`src/rtl/multicycle_ctrl_pkg.sv`:
```
// Shared definitions for the multi-cycle RV32I control path: FSM states,
// opcode constants, ALU operation classes and datapath mux encodings.
// Used by multicycle_ctrl, the datapath and the ALU control decoder.
package multicycle_ctrl_pkg;

    typedef enum logic [3:0] {
        S_FETCH    = 4'd0,
        S_DECODE   = 4'd1,
        S_EXEC_R   = 4'd2,
        S_EXEC_I   = 4'd3,
        S_MEM_ADDR = 4'd4,
        S_MEM_RD   = 4'd5,
        S_MEM_WR   = 4'd6,
        S_WB_ALU   = 4'd7,
        S_WB_LOAD  = 4'd8,
        S_BRANCH   = 4'd9,
        S_JAL      = 4'd10,
        S_TRAP     = 4'd11
    } state_t;

    localparam logic [6:0] OP_R      = 7'b0110011;
    localparam logic [6:0] OP_I      = 7'b0010011;
    localparam logic [6:0] OP_LOAD   = 7'b0000011;
    localparam logic [6:0] OP_STORE  = 7'b0100011;
    localparam logic [6:0] OP_BRANCH = 7'b1100011;
    localparam logic [6:0] OP_JAL    = 7'b1101111;

    localparam logic [1:0] ALUOP_ADD   = 2'b00;
    localparam logic [1:0] ALUOP_SUB   = 2'b01;
    localparam logic [1:0] ALUOP_FUNCT = 2'b10;

    localparam logic [1:0] PC_SRC_PLUS4  = 2'b00;
    localparam logic [1:0] PC_SRC_BRANCH = 2'b01;
    localparam logic [1:0] PC_SRC_JAL    = 2'b10;

    localparam logic [1:0] WB_SEL_ALU  = 2'b00;
    localparam logic [1:0] WB_SEL_LOAD = 2'b01;
    localparam logic [1:0] WB_SEL_PC4  = 2'b10;

    // Only BEQ and BNE are resolved; every other branch flavour falls through.
    function automatic logic branch_taken(input logic [2:0] funct3, input logic zero);
        logic taken;
        case (funct3)
            3'b000:  taken = zero;
            3'b001:  taken = ~zero;
            default: taken = 1'b0;
        endcase
        return taken;
    endfunction

endpackage

```
`src/rtl/multicycle_ctrl_timeout.sv`:
```
// Memory-request timeout counter for multicycle_ctrl. Present only when
// MULTICYCLE_CTRL_TIMEOUT_EN is defined; the default build has no counter.
`ifdef MULTICYCLE_CTRL_TIMEOUT_EN
module mem_timeout_ctr #(
    parameter int unsigned TO_W = 5
) (
    input  logic            clk,
    input  logic            rst,
    input  logic            clr,
    input  logic            inc,
    output logic [TO_W-1:0] count
);

    logic [TO_W-1:0] count_r;

    // Count stalled request cycles; cleared whenever the FSM changes state or aborts.
    always_ff @(posedge clk) begin
        if (rst) begin
            count_r <= {TO_W{1'b0}};
        end else if (clr) begin
            count_r <= {TO_W{1'b0}};
        end else if (inc) begin
            count_r <= count_r + {{(TO_W-1){1'b0}}, 1'b1};
        end else begin
            count_r <= count_r;
        end
    end

    assign count = count_r;

endmodule
`endif

```
`src/rtl/multicycle_ctrl.sv`:
```
// Main control FSM of the multi-cycle RV32I core. Outputs are decoded
// combinationally from the current state and inputs; reset forces them all low.
// Optional request timeout: define MULTICYCLE_CTRL_TIMEOUT_EN.
module multicycle_ctrl
    import multicycle_ctrl_pkg::*;
#(
    parameter int unsigned MEM_TIMEOUT = 16,
    parameter int unsigned TO_W        = 5
) (
    input  logic       clk,
    input  logic       rst,
    input  logic [6:0] opcode,
    input  logic [2:0] funct3,
    input  logic       zero,
    input  logic       imem_ready,
    input  logic       dmem_ready,
    output logic       imem_req,
    output logic       dmem_req,
    output logic       dmem_we,
    output logic       ir_we,
    output logic       pc_we,
    output logic [1:0] pc_src,
    output logic       reg_we,
    output logic [1:0] wb_sel,
    output logic       alu_src_b,
    output logic [1:0] Alu_op,
    output logic       f7_zero,
    output logic       illegal,
    output logic       busy
);

    localparam logic [TO_W-1:0] TO_LIMIT = TO_W'(MEM_TIMEOUT - 1);

    state_t state_r;
    state_t next_state_s;
    logic   wait_s;
    logic   timeout_hit_s;

    // Flag cycles where a request is up but its matching ready is not.
    always_comb begin
        wait_s = 1'b0;
        case (state_r)
            S_FETCH:  wait_s = ~imem_ready;
            S_MEM_RD: wait_s = ~dmem_ready;
            S_MEM_WR: wait_s = ~dmem_ready;
            default:  wait_s = 1'b0;
        endcase
    end

`ifdef MULTICYCLE_CTRL_TIMEOUT_EN
    logic [TO_W-1:0] to_count_s;
    logic            to_clr_s;

    // An abort from FETCH loops back to FETCH, so the abort itself also clears.
    assign to_clr_s      = (next_state_s != state_r) | timeout_hit_s;
    assign timeout_hit_s = wait_s & (to_count_s == TO_LIMIT);

    mem_timeout_ctr #(.TO_W(TO_W)) u_timeout (
        .clk   (clk),
        .rst   (rst),
        .clr   (to_clr_s),
        .inc   (wait_s),
        .count (to_count_s)
    );
`else
    logic [TO_W:0] unused_to_s;
    assign unused_to_s   = {wait_s, TO_LIMIT};
    assign timeout_hit_s = 1'b0;
`endif

    // State register.
    always_ff @(posedge clk) begin
        if (rst) begin
            state_r <= S_FETCH;
        end else begin
            state_r <= next_state_s;
        end
    end

    // Next-state and output decode; reset overrides everything.
    always_comb begin
        next_state_s = state_r;
        imem_req     = 1'b0;
        dmem_req     = 1'b0;
        dmem_we      = 1'b0;
        ir_we        = 1'b0;
        pc_we        = 1'b0;
        pc_src       = PC_SRC_PLUS4;
        reg_we       = 1'b0;
        wb_sel       = WB_SEL_ALU;
        alu_src_b    = 1'b0;
        Alu_op       = ALUOP_ADD;
        f7_zero      = 1'b0;
        illegal      = 1'b0;
        busy         = 1'b0;
        if (rst) begin
            next_state_s = S_FETCH;
        end else begin
            busy = (state_r != S_FETCH);
            case (state_r)
                S_FETCH: begin
                    imem_req = 1'b1;
                    if (imem_ready) begin
                        ir_we        = 1'b1;
                        pc_we        = 1'b1;
                        next_state_s = S_DECODE;
                    end else if (timeout_hit_s) begin
                        illegal      = 1'b1;
                        next_state_s = S_FETCH;
                    end else begin
                        next_state_s = S_FETCH;
                    end
                end
                S_DECODE: begin
                    case (opcode)
                        OP_R:      next_state_s = S_EXEC_R;
                        OP_I:      next_state_s = S_EXEC_I;
                        OP_LOAD:   next_state_s = S_MEM_ADDR;
                        OP_STORE:  next_state_s = S_MEM_ADDR;
                        OP_BRANCH: next_state_s = S_BRANCH;
                        OP_JAL:    next_state_s = S_JAL;
                        default:   next_state_s = S_TRAP;
                    endcase
                end
                S_EXEC_R: begin
                    Alu_op       = ALUOP_FUNCT;
                    next_state_s = S_WB_ALU;
                end
                S_EXEC_I: begin
                    Alu_op       = ALUOP_FUNCT;
                    alu_src_b    = 1'b1;
                    f7_zero      = 1'b1;
                    next_state_s = S_WB_ALU;
                end
                S_WB_ALU: begin
                    // IR is stable, so the opcode tells which EXEC state preceded us.
                    Alu_op       = ALUOP_FUNCT;
                    alu_src_b    = (opcode == OP_I);
                    f7_zero      = (opcode == OP_I);
                    reg_we       = 1'b1;
                    wb_sel       = WB_SEL_ALU;
                    next_state_s = S_FETCH;
                end
                S_MEM_ADDR: begin
                    Alu_op    = ALUOP_ADD;
                    alu_src_b = 1'b1;
                    if (opcode == OP_LOAD) begin
                        next_state_s = S_MEM_RD;
                    end else begin
                        next_state_s = S_MEM_WR;
                    end
                end
                S_MEM_RD: begin
                    dmem_req = 1'b1;
                    if (dmem_ready) begin
                        next_state_s = S_WB_LOAD;
                    end else if (timeout_hit_s) begin
                        illegal      = 1'b1;
                        next_state_s = S_FETCH;
                    end else begin
                        next_state_s = S_MEM_RD;
                    end
                end
                S_WB_LOAD: begin
                    reg_we       = 1'b1;
                    wb_sel       = WB_SEL_LOAD;
                    next_state_s = S_FETCH;
                end
                S_MEM_WR: begin
                    dmem_req = 1'b1;
                    dmem_we  = 1'b1;
                    if (dmem_ready) begin
                        next_state_s = S_FETCH;
                    end else if (timeout_hit_s) begin
                        illegal      = 1'b1;
                        next_state_s = S_FETCH;
                    end else begin
                        next_state_s = S_MEM_WR;
                    end
                end
                S_BRANCH: begin
                    Alu_op = ALUOP_SUB;
                    if (branch_taken(funct3, zero)) begin
                        pc_we  = 1'b1;
                        pc_src = PC_SRC_BRANCH;
                    end else begin
                        pc_we  = 1'b0;
                        pc_src = PC_SRC_PLUS4;
                    end
                    next_state_s = S_FETCH;
                end
                S_JAL: begin
                    reg_we       = 1'b1;
                    wb_sel       = WB_SEL_PC4;
                    pc_we        = 1'b1;
                    pc_src       = PC_SRC_JAL;
                    next_state_s = S_FETCH;
                end
                S_TRAP: begin
                    illegal      = 1'b1;
                    next_state_s = S_FETCH;
                end
                default: begin
                    next_state_s = S_FETCH;
                end
            endcase
        end
    end

endmodule

```
`config.mk`:
```
export PLATFORM = sky130hd
export DESIGN_NAME = multicycle_ctrl
export DESIGN_NICKNAME = d
export VERILOG_FILES = /design/src/rtl/multicycle_ctrl_pkg.sv /design/src/rtl/multicycle_ctrl_timeout.sv /design/src/rtl/multicycle_ctrl.sv
export SDC_FILE = /design/constraint.sdc
export NUM_CORES = 1
export LEC_CHECK = 0
export ABC_AREA = 1
export CAP_MARGIN = 5
export CORE_MARGIN = 4
export CORE_UTILIZATION = 36
export DETAILED_ROUTE_END_ITERATION = 8
export PLACE_DENSITY = 0.75
export SKIP_LAST_GASP = 1
export SLEW_MARGIN = 5
export SYNTH_ARGS = -nofsm -noshare
export SYNTH_HDL_FRONTEND = slang
export SYNTH_HIERARCHICAL = 1
export SYNTH_SLANG_ARGS = --single-unit
```
`constraint.sdc`:
```
create_clock -name clk -period 1.4 [get_ports clk]
set_input_delay 0.28 -clock clk [delete_from_list [all_inputs] [get_ports clk]]
set_output_delay 0.28 -clock clk [all_outputs]
set_load 0.02 [all_outputs]
```
==> metrics.md, run 1 <==
| Metric | Value |
|---|---|
| Result of the run | `stopped before the end` |
| Last flow stage reached | `5_1_grt` |
| Error message | `[ERROR DPL-0038] Utilization greater than 100%, impossible to legalize` |
| CTS buffer count | `3` |
| Yosys warns | `6` |
| Sequential element share of the synthesized area | `0.1565` |
| XOR/XNOR share of the synthesized area | `0` |
| Mapped Nets | `115` |
| Post-Syn Area | `511.7 sq um` |
| TritonCTS Sinks | `4` |
| DP Wirelength | `1571 um` |
| Top-Level Pins | `31` |
| Placer congestion estimate | `0.7885` |
| Cell area reported after detailed placement | `1041 sq um` |
| Main combinational cell family by area after synthesis | `simple AND/OR/NAND/NOR gates` |
| Total number of H-tree levels | `1` |
| Fraction of the mapped netlist area in compound gates | `0.1247` |
| Post-synth top area share | `0.1614` |
| Cell row count | `13` |
| Number of cells produced by synthesis | `100` |
| Worst-case clock buffer depth | `2` |
| Die Height | `45.70 um` |
| Horizontal extent of the die | `45.70 um` |
| Quantity of hold-fixing buffers added after cts | `0` |
| Number of library cell types mapped by synthesis | `17` |
| Area share of and/or/nand/nor cells after synthesis | `0.5575` |
| Worst endpoint after global-route timing repair | `pc_we` |
| Largest cells by area after synthesis | `nand2_1 (16%), dfxtp_1 (16%), nor2_1 (15%)` |
| Mux share of post-synthesis cell area | `0` |
| Initial cell density of the core | `0.3884` |
| Maximum number of pins on one net before global-route repair | `9` |
| Pin category terminating the worst setup path after the last repair | `output port` |
| Number of storage elements in the synthesis netlist | `4` |
| Synth Area in Adders | `0` |
| CTS root buffer | `clkbuf_4` |
| Top cell type by total area after synthesis | `nand2_1` |
| IO buf count | `30` |
| Average instance area after synthesis | `5.117 sq um` |
==> logic make-up after synthesis <==
kind of cell,Yosys count
AND/OR/NAND/NOR,62
AO/OA/AOI/OAI,12
flip-flops,4
buffers and inverters,22
==> synthesized netlist by cell type, drive strengths merged <==
| master | count |
|---|---|
| a211oi | 1 |
| a21oi | 9 |
| a31oi | 1 |
| clkbuf | 1 |
| dfxtp | 4 |
| inv | 21 |
| nand2 | 23 |
| nand3 | 11 |
| nor2 | 23 |
| nor3 | 4 |
| nor4 | 1 |
| o21ai | 1 |
==> what timing repair did <==
| item | 4_1_cts |
|---|---|
| hold endpoints to repair | 0 |
| gates resized for setup | 119 |
| pin swaps | 8 |
| buffers inserted | 16 |
| endpoints found under the setup margin | 16 |
==> through the flow <==
step	instances	setup WS [ns]
4_1_cts	189	-0.2408
3_5_place_dp	170	-0.8339
3_3_place_gp	170	-0.7941
2_1_floorplan	100	-0.1133
==> run 2: changes to the inputs <==
- CORE_AREA: not set -> 4 4 65 67
- CORE_MARGIN: 4 -> not set
- CORE_UTILIZATION: 36 -> not set
- DIE_AREA: not set -> 0 0 69 71
- PLACE_DENSITY: 0.75 -> not set
- PLACE_DENSITY_LB_ADDON: not set -> 0.15
==> metrics.md, run 2 <==
| Metric | Value |
|---|---|
| Total number of H-tree levels | `1 (unchanged)` |
| Die Height | `71 um (+55%)` |
| Post-Syn Area | `511.7 sq um (unchanged)` |
| Number of flip-flops under the largest register name | `4` |
| Number of cells produced by synthesis | `100 (unchanged)` |
| Wire length of the first global-routing pass | `3663 um` |
| Type of origin of the critical path | `flop` |
| Ratio of final minimum period to clock period | `1.134` |
| Setup WS pre-CTS | `-0.8715 ns (-0.03763 ns)` |
| Number of storage elements in the synthesis netlist | `4 (unchanged)` |
| Number of DRC violations after detailed routing | `0` |
| FMAX | `630.0 MHz` |
| Post-layout net count | `189` |
| Top-Level Pins | `31 (unchanged)` |
| TritonCTS Sinks | `4 (unchanged)` |
| Detail-routed via count per cell | `3.955` |
| Reg with most FFs | `state_r` |
| Final instance area | `1334 sq um` |
| CTS clk-pin slew, worst paths | `0.03 ns` |
| Yosys warns | `6 (unchanged)` |
| CTS root buffer | `clkbuf_8` |
| Quantity of hold-fixing buffers added after cts | `0 (unchanged)` |
| Maximum fanout along the worst path | `5` |
| Worst path arrival time | `1.31 ns` |
| Largest cells by area after synthesis | `nand2_1 (16%), dfxtp_1 (16%), nor2_1 (15%)` |
| Core area | `3633 sq um` |
| Cell row count | `22 (+9)` |
| Remaining antenna violation count after routing | `0` |
| Post-synth top area share | `0.1614 (unchanged)` |
| Top flip-flop cell by instance count after synthesis | `dfxtp_1` |
| Setup repair after global routing missed its margin | `yes` |
| Post-synth EDFFs | `0 (unchanged)` |
| Worst-case clock buffer depth | `2 (unchanged)` |
| Number of library cell types mapped by synthesis | `17 (unchanged)` |
| Skew final | `0.002072 ns` |
| Worst hold slack after final layout | `0.5359 ns` |
| Number of vias in the routed layout | `870` |
| Result of the run | `complete, but fails checks` |
| Hold Path Class | `in2reg` |
| TritonCTS clock tree | `built` |
| Measured slew at the worst slew-check pin | `0.2158 ns` |
| Initial cell density of the core | `0.1408 (-0.2476)` |
| Average detailed-routed wire length per instance | `9.514 um` |
| Total inserted antenna cells | `0` |
| Endpoint required time on the critical path | `1.12 ns` |
| Ys async rst share | `0 (unchanged)` |
| Number of global-route vias before repair | `916` |
| Sequential element share of the synthesized area | `0.1565 (unchanged)` |
| Placer congestion estimate | `0.7268 (-7.8%)` |
| Worst-case headroom to the max-slew limit | `0.8556` |
| Maximum number of pins on one net before global-route repair | `6` |
| Max stage delay cell, worst path | `dfxtp_4` |
| DP Wirelength | `1669 um (+6.3%)` |
| Largest registers in the final layout | `state_r (4)` |
| Final count of pins violating max slew | `0` |
| Leakage dissipation | `0.6621 nW` |
| Series of cell instances along the critical path | `buf_6 > nor2_4 > inv_2 > nor3_4 > nor2_1 > o21ai_1 > buf_4` |
| Area of the die | `4899 sq um` |
| Total Routing Usage GR | `0.08684` |
| Wirelength, routed | `2093 um` |
| Number of DRC markers in iteration 0 | `14` |
| Most common cell after layout, fill and taps aside | `buf_4` |
| Area grow syn2layout | `160.6%` |
| Clock period minus worst slack | `1.587 ns` |
| Setup-failing EPs final | `14` |
| Highest-count cells in the layout ignoring fill and taps | `buf_4 (42), nand2_1 (19), inv_1 (13)` |
| Top cell type by total area after synthesis | `nand2_1` |
| Hold Vio Cnt, Final | `0` |
| Mapped Nets | `115 (unchanged)` |
| Horizontal extent of the die | `69 um (+51%)` |
| Maximum vdd drop | `0.2911 mV` |
| PnR Total Power | `0.001698 W` |
| GRT overflow | `0` |
| IO buf count | `30 (unchanged)` |
| Cell area reported after detailed placement | `1090 sq um (+4.7%)` |
| Average instance area after synthesis | `5.117 sq um (unchanged)` |
| Clock latency reported for the late side of the worst-skew pair | `0.21 ns` |
| CTS buffer count | `3 (unchanged)` |
| Category of the most critical setup path | `reg2out` |
| Most common library cells after synthesis | `nand2_1 (22), nor2_1 (20), inv_1 (18)` |
| Most instantiated library cell after synthesis | `nand2_1` |
| Number of optimization iterations in the first detailed-route pass | `3` |
| CP max stage delay | `0.35 ns` |
| Number of antenna violations at the first check in global routing | `0` |
| Violated checks | `setup timing` |
| Ratio of total power to cell area | `1273 nW/um^2` |
| Element type at the critical path end | `output port` |
| Fraction of layout cells with a size suffix above 1 | `0.5872` |
| Setup ws final | `-0.1874 ns` |
| # Max-Cap Violations | `0` |
==> run 2: cell counts after synthesis <==
No cell type changed its count.
==> run 2: power breakdown <==
group | switching, W | internal, W
Combinational | 0.000610 | 0.000599
Sequential | 0.0000719 | 0.000181
Clock | 0.0000534 | 0.000183
==> run 2: layout make-up <==
| type | count | area (sq um) |
|---|---|---|
| clock buffers | 3 | 41.29 |
| fillers | 433 | 2300 |
| inverters | 21 | 78.83 |
| multi-input cells | 74 | 484.2 |
| flip-flops and latches | 4 | 95.09 |
| well taps | 48 | 60.06 |
| repair buffers | 70 | 574.3 |
==> run 2: timing repair <==
action	CTS	global route
pin swaps	14	10
setup endpoints to repair	16	17
gates resized for setup	115	34
cloned	1	0
buffers inserted	11	2
==> run 2: cell families (layout without fill, tap and decap cells) <==
group           after synthesis  count (layout)  share of synthesized area
simple gates                 62              62                     0.5575
buf+inv                      22              94                     0.1614
compound gates               12              12                     0.1247
flops                         4               4                     0.1565
==> run 2: metrics by stage <==
step,setup TNS (ns),std cells,util
floorplan,-0.2204,100,-
global placement,-10.17,204,0.2999
detailed placement,-10.32,204,0.2999
CTS,-2.448,219,0.3478
global route,-2.491,220,0.3671
finish,-1.487,220,0.3671
==> run 2: final timing paths <==
check                   from          to  slack (ns)  depth (start not counted)
setup / recovery  state_r[1]       pc_we       -0.19                          7
hold / removal     opcode[4]  state_r[0]        0.54                          6
hold reg to reg   state_r[3]  state_r[3]        0.73                          4
setup reg to reg  state_r[2]  state_r[2]        0.12                          7
==> run 2: worst max-delay path: cells and delay by family (launching register included) <==
family,cells,cell delay (ns)
DFF,1,0.35
buffers and inverters,3,0.35
and+or+nand+nor,3,0.33
AOI/OAI and AO/OA,1,0.08
==> run 2: routing by layer <==
| metal | part of all wire | track usage | vias up |
|---|---|---|---|
| met5 | 0 | 0 | - |
| met4 | 0 | 0.02603 | 0 |
| met3 | 0.063 | 0.01847 | 0 |
| met2 | 0.54 | 0.1769 | 23 |
| met1 | 0.39 | 0.08663 | 388 |
| li1 | - | - | 459 |
(Power assumes the default switching activity.)
